$ cat config.mk
export PLATFORM = sky130hd
export DESIGN_NAME = ccr_controller
export DESIGN_NICKNAME = d
export VERILOG_FILES = /design/src/rtl/ccr_controller.sv
export SDC_FILE = /design/constraint.sdc
export NUM_CORES = 1
export LEC_CHECK = 0
export ABC_AREA = 0
export CORE_AREA = 2 2 41 50
export CTS_BUF_LIST = sky130_fd_sc_hd__clkbuf_8
export CTS_CLUSTER_SIZE = 28
export DETAILED_ROUTE_END_ITERATION = 10
export DIE_AREA = 0 0 43 52
export DONT_BUFFER_PORTS = 1
export SYNTH_ARGS = -nofsm -noshare
export SYNTH_HDL_FRONTEND = slang
export SYNTH_SLANG_ARGS = --single-unit
$ cat constraint.sdc
create_clock -name clk -period 1.8 [get_ports clk]
set_input_delay 0.45 -clock clk [delete_from_list [all_inputs] [get_ports clk]]
set_output_delay 0.45 -clock clk [all_outputs]
set_load 0.01 [all_outputs]
$ cat src/rtl/ccr_controller.sv
// Condition-code register beside the ALU, with interrupt entry/return sequencing.
// Holds one frozen CCR copy across an ISR and restores it on RTI.
module ccr_controller #(
  parameter int unsigned ENTRY_CYCLES = 2,
  parameter logic [4:0]  ALU_RTI      = 5'b10100
) (
  input  logic       clk,
  input  logic       rst,
  input  logic [4:0] aluSignals,
  input  logic       ccrWriteEn,
  input  logic       zeroFlagIn,
  input  logic       carryFlagIn,
  input  logic       overFlowFlagIn,
  input  logic       negativeFlagIn,
  input  logic       interrupt,
  output logic       zeroFlag,
  output logic       carryFlag,
  output logic       overFlowFlag,
  output logic       negativeFlag,
  output logic [3:0] freezedCCR,
  output logic       stall,
  output logic       intEntry,
  output logic [1:0] entryIndex,
  output logic       inIsr,
  output logic       intPending
);

  typedef enum logic [1:0] {StRun, StEnter, StIsr} state_e;

  localparam logic [1:0] LastIdx = 2'(ENTRY_CYCLES - 1);

  state_e     state_q, state_d;
  logic [3:0] ccr_q, ccr_d;
  logic [3:0] frz_q, frz_d;
  logic [1:0] idx_q, idx_d;
  logic       pend_q, pend_d;
  logic [3:0] alu_flags;
  logic       is_rti;

  assign alu_flags = {negativeFlagIn, overFlowFlagIn, carryFlagIn, zeroFlagIn};
  assign is_rti    = (aluSignals == ALU_RTI);

  always_comb begin
    state_d = state_q;
    ccr_d   = ccr_q;
    frz_d   = frz_q;
    idx_d   = idx_q;
    pend_d  = pend_q;
    unique case (state_q)
      StRun: begin
        if (ccrWriteEn && !is_rti) ccr_d = alu_flags;
        // The snapshot includes any commit landing on the same edge.
        if (interrupt || pend_q) begin
          frz_d   = ccr_d;
          state_d = StEnter;
          idx_d   = 2'd0;
          pend_d  = 1'b0;
        end
      end
      StEnter: begin
        if (interrupt) pend_d = 1'b1;
        if (idx_q == LastIdx) begin
          state_d = StIsr;
          idx_d   = 2'd0;
        end else begin
          idx_d = idx_q + 2'd1;
        end
      end
      StIsr: begin
        if (interrupt) pend_d = 1'b1;
        if (ccrWriteEn) begin
          if (is_rti) begin
            ccr_d   = frz_q;
            state_d = StRun;
          end else begin
            ccr_d = alu_flags;
          end
        end
      end
      default: state_d = StRun;
    endcase
  end

  always_ff @(posedge clk or negedge rst) begin
    if (!rst) begin
      state_q <= StRun;
      ccr_q   <= 4'b0000;
      frz_q   <= 4'b0000;
      idx_q   <= 2'd0;
      pend_q  <= 1'b0;
    end else begin
      state_q <= state_d;
      ccr_q   <= ccr_d;
      frz_q   <= frz_d;
      idx_q   <= idx_d;
      pend_q  <= pend_d;
    end
  end

  assign {negativeFlag, overFlowFlag, carryFlag, zeroFlag} = ccr_q;
  assign freezedCCR = frz_q;
  assign stall      = (state_q == StEnter);
  assign intEntry   = (state_q == StEnter);
  assign inIsr      = (state_q == StIsr);
  assign entryIndex = idx_q;
  assign intPending = pend_q;

endmodule

# Word-level counts from Yosys, hierarchy flattened
# Cells that the tools add are included.
[word_totals]
reg_bits = 13
output_inout_bits = 14
word_cells = 43
[op_classes]
addsub = 1
n_eq_ne = 9
muxes = 15
reduce_logical = 13
[op_table]
columns = ["operator", "n"]
rows = [
  ["two-way mux 2 bit", 6],
  ["two-way mux 4 bit", 3],
  ["case mux 4 bit (2 select lines)", 1],
  ["inequality test 2 x 1 -> 1 bit (second input constant)", 3],
  ["case mux 2 bit (3 select lines)", 1],
  ["AND reduction 2 bit", 3],
  ["nonzero test 2 bit", 3],
  ["equality test 5 bit (second input constant)", 1],
  ["equality test 2 x 1 -> 1 bit (second input constant)", 2],
  ["inequality test 2 bit (second input constant)", 2],
  ["case mux 2 bit (2 select lines)", 1],
  ["AND reduction 4 bit", 1],
  ["AND reduction 3 bit", 1],
  ["adder 2 x 1 -> 2 bit (second input constant)", 1],
  ["equality test 2 bit (second input constant)", 1],
  ["zero test 2 bit", 1],
  ["two-way mux 1 bit", 2],
  ["case mux 1 bit (2 select lines)", 1],
  ["OR reduction 2 bit", 1],
  ["logical AND 1 bit", 1],
  ["zero test 1 bit", 1],
  ["logical OR 1 bit", 1],
]

# Depth between registers and ports, before layout
[depth]
depth_word = 5
depth_mapped = 6

# Least setup slack after synthesis
# No wires, ideal clock.
[synth_timing]
path_type = "reg-to-reg"
startpoint = "register state_q[0]"
endpoint = "register state_q[0]"
arrival_ns = 1.462
path_slack_ns = 0.210
path_stages_with_launch = 6
period_less_slack_ns = 1.590
path_cell_list = "dfrtp_1 -> inv_1 -> ha_1 -> buf_1 -> a221o_1 -> mux2_1"
[synth_via]
elab_chain_cells = 3
elab_cells_between_ends = 9
cone_classes = "6 x eq/ne; 1 x mux; 2 x reduce/logical"
[synth_lines]
columns = ["item", "line", "source"]
rows = [
  ["start, declared", "32", "state_e state_q, state_d;"],
  ["start signal, assigned", "86", "state_q <= StRun;"],
  ["start signal, assigned", "92", "state_q <= state_d;"],
  ["equality test 2 bit *", "-", ""],
  ["named net inIsr", "24", "output logic inIsr,"],
  ["inequality test 2 x 1 -> 1 bit (no source line) / inequality test 2 bit (equally long branches)", "-", ""],
  ["AND reduction 4 bit (no source line)", "-", ""],
]
# The timed path passes the listed nets; every way through them passes the cells marked *.
# A chain may end at the register's enable or synchronous reset.

# Worst setup path in the final report
[layout_timing]
startpoint = "register state_q[0]"
endpoint = "output inIsr"
[layout_via]
elab_chain_cells = 1
[layout_lines]
columns = ["item", "line", "source"]
rows = [
  ["equality test 2 bit", "104", "assign inIsr = (state_q == StIsr);"],
  ["end, declared", "24", ""],
]
# No other way between the ends.

==> impl_metrics.json <==
{
  "hpwl_mm": 1.206,
  "routabilityCongestion": 0.7266,
  "slowest_stage": "dfrtp_1",
  "setup_violations": 0,
  "r2r_start": "state_q[0]",
  "power.leakage_nw": 0.3613,
  "critPathKind": "flip-flop to primary output",
  "ys_types": 28,
  "min_path_cells": 1,
  "cts_hold_buf": 1,
  "finalClockSkew_ns": 0.002195,
  "antenna_found_initial": 0,
  "hold_ws_ns": 0.3129,
  "placedCellCount": 90,
  "multiInputGateArea_um2": 376.6,
  "dp_slack_ns": 0.1327,
  "maxCapViolations": 0,
  "dr.pass1.iters": 3,
  "fmax_mhz": 569.2,
  "fin_crit_sh": 0.9761,
  "die_area_um2": 2236,
  "vias_per_cell": 6.032,
  "crit_chain": "inv_1, ha_1, buf_4",
  "fp.dieH_um": 52,
  "path_clk_slew_ns": 0.06,
  "cts.repair.resized": 0,
  "synth-warning-count": 0,
  "grt_pass1_vias": 600,
  "path_max_fanout": 9,
  "final_nets": 93,
  "clock_latency_ns": 0.24,
  "final_area_um2": 814.5,
  "cts.htree.levels": 1,
  "post_cts_buffers": 0,
  "startpoint": "state_q[0]",
  "n_fill_cell": 184,
  "setup_tns_ns": 0,
  "synth-seq-cells": 13,
  "rsz0062_at_grt": "false",
  "drive_gt1_frac": 0.1316,
  "hold_path_startpoint": "ccrWriteEn",
  "synth_cells": 73,
  "gr-usage-all-layers": 0.1638,
  "arrival_ns": 1.31,
  "ir_drop_uv": 722.4,
  "netlist_area_um2": 745.7,
  "rows": 17,
  "place.port_buffers": 0,
  "initial_core_util": 0.4174,
  "utilization": 0.4559,
  "die_x_um": 43,
  "area_delta_synth_final_pct": 9.228,
  "overflow": 0,
  "power.total_mw": 1.488,
  "wl_mm": 1.616,
  "max_stage_delay_ns": 0.41,
  "finalHoldViolCount": 0,
  "drt_iter0_drc": 12,
  "cts_buffer_depth": 2,
  "reg2reg_depth": 5,
  "cts_buffers": 3,
  "diodes": 0,
  "drc": 0,
  "clock-sinks": 13,
  "cts_root_buffer": "clkbuf_8",
  "period_minus_slack_ns": 1.757,
  "syn_area_per_cell_um2": 10.22,
  "postPlaceCellArea_um2": 759.5,
  "instances_no_fill": 95,
  "avgRoutedWirePerCell_um": 17.01,
  "grt_pass1_wl_mm": 2.663,
  "endpoint_kind": "primary output",
  "cp-start-kind": "flip-flop",
  "r2r-end": "state_q[0]",
  "worst_slew_pin_slew_ns": 0.6361,
  "setup_ws_ns": 0.04306,
  "io_pins": 27,
  "vias": 573,
  "reg2reg_slack_ns": 0.11,
  "min_to": "ccr_q[1]",
  "regArea_um2": 325.3,
  "antenna_left": 0,
  "drv_slew": 0,
  "crit_required_ns": 1.35,
  "core_um2": 1787,
  "outcome": "completed",
  "min_path_type": "input pin to flip-flop",
  "relSlewSlack": 0.5746,
  "synth_nets": 89,
  "cts_tree": "yes",
  "ys_seq_area_frac": 0.4362,
  "grt_max_degree": 14,
  "p_per_area_nw_per_um2": 1827
}
==> layout by cell type (no fill, tap or decap), drive strengths merged, types with 2 or more instances in the layout <==
master	instances
a31oi	4
buf	3
clkbuf	3
o32ai	3
dfrtp	13
mux2i	6
nand2b	3
o21ai	6
mux2	2
nor2	2
nand3	3
inv	4
ha	3
a21oi	2
nand2	5
o21a	2
a22oi	3
==> how the worst max path moves through the flow <==
stage                  to  slack (ns)  cells after the start
2_1_floorplan  state_q[0]        0.21                      5
3_3_place_gp   state_q[1]        0.19                      5
3_5_place_dp   state_q[0]        0.13                      5
4_1_cts             inIsr        0.04                      3
5_1_grt        state_q[0]       0.001                      5
6_report            inIsr        0.04                      3
==> critical path: cells and delay by family (launching register included) <==
family	cells	cell delay [ns]
buf+inv	2	0.28
flops	1	0.41
fa+ha+maj	1	0.37
==> layer usage <==
metal | vias up | GRT usage | share of wire
li1 | 274 | - | -
met1 | 279 | 0.1814 | 0.42
met2 | 18 | 0.2626 | 0.51
met3 | 2 | 0.05556 | 0.059
met4 | 0 | 0.1111 | 0.0087
met5 | - | 0 | 0
==> registers in the layout (all words and copies together) (netlist names) <==
name        flops
ccr_q           4
freezedCCR      4
entryIndex      2
state_q         2
intPending      1
==> cell usage after synthesis (all sizes together) <==
cell    count  area, um2
dfrtp      13      325.3
mux2i       6      60.06
o21ai       6      30.02
buf         5      32.53
nand2       5      18.77
a31oi       4      25.02
a22oi       3      22.52
ha          3      37.54
inv         3      11.26
nand2b      3      18.77
nand3       3      15.01
o32ai       3      26.28
a21oi       2      10.01
mux2        2      22.52
nor2        2      7.510
o21a        2      15.01
a21bo       1      10.01
a221o       1      10.01
a311oi      1      8.760
and2        1      7.510
and3b       1      10.01
nor3        1      5.000
nor3b       1      7.510
or2         1      8.760
==> cells by family (layout without fill, tap and decap cells) <==
family          after synthesis  after routing  share of synthesized area
compound gates               23             23                     0.2114
simple gates                 18             18                     0.1326
flops                        13             13                     0.4362
mux                           8              8                     0.1107
buf+inv                       8             11                    0.05872
fa+ha+maj                     3              3                    0.05034
==> where the power goes <==
group          switching, mW  internal [mW]
Sequential             0.194          0.430
Combinational          0.329          0.282
Clock                  0.102          0.150
==> layout make-up <==
class | count | area share
well taps | 19 | 0.02919
repair buffers | 4 | 0.03994
inverters | 3 | 0.01382
clock buffers | 3 | 0.05069
flip-flops and latches | 13 | 0.3994
multi-input cells | 52 | 0.4624
clock inverters | 1 | 0.004608
Power figures use the tool's default switching activity.
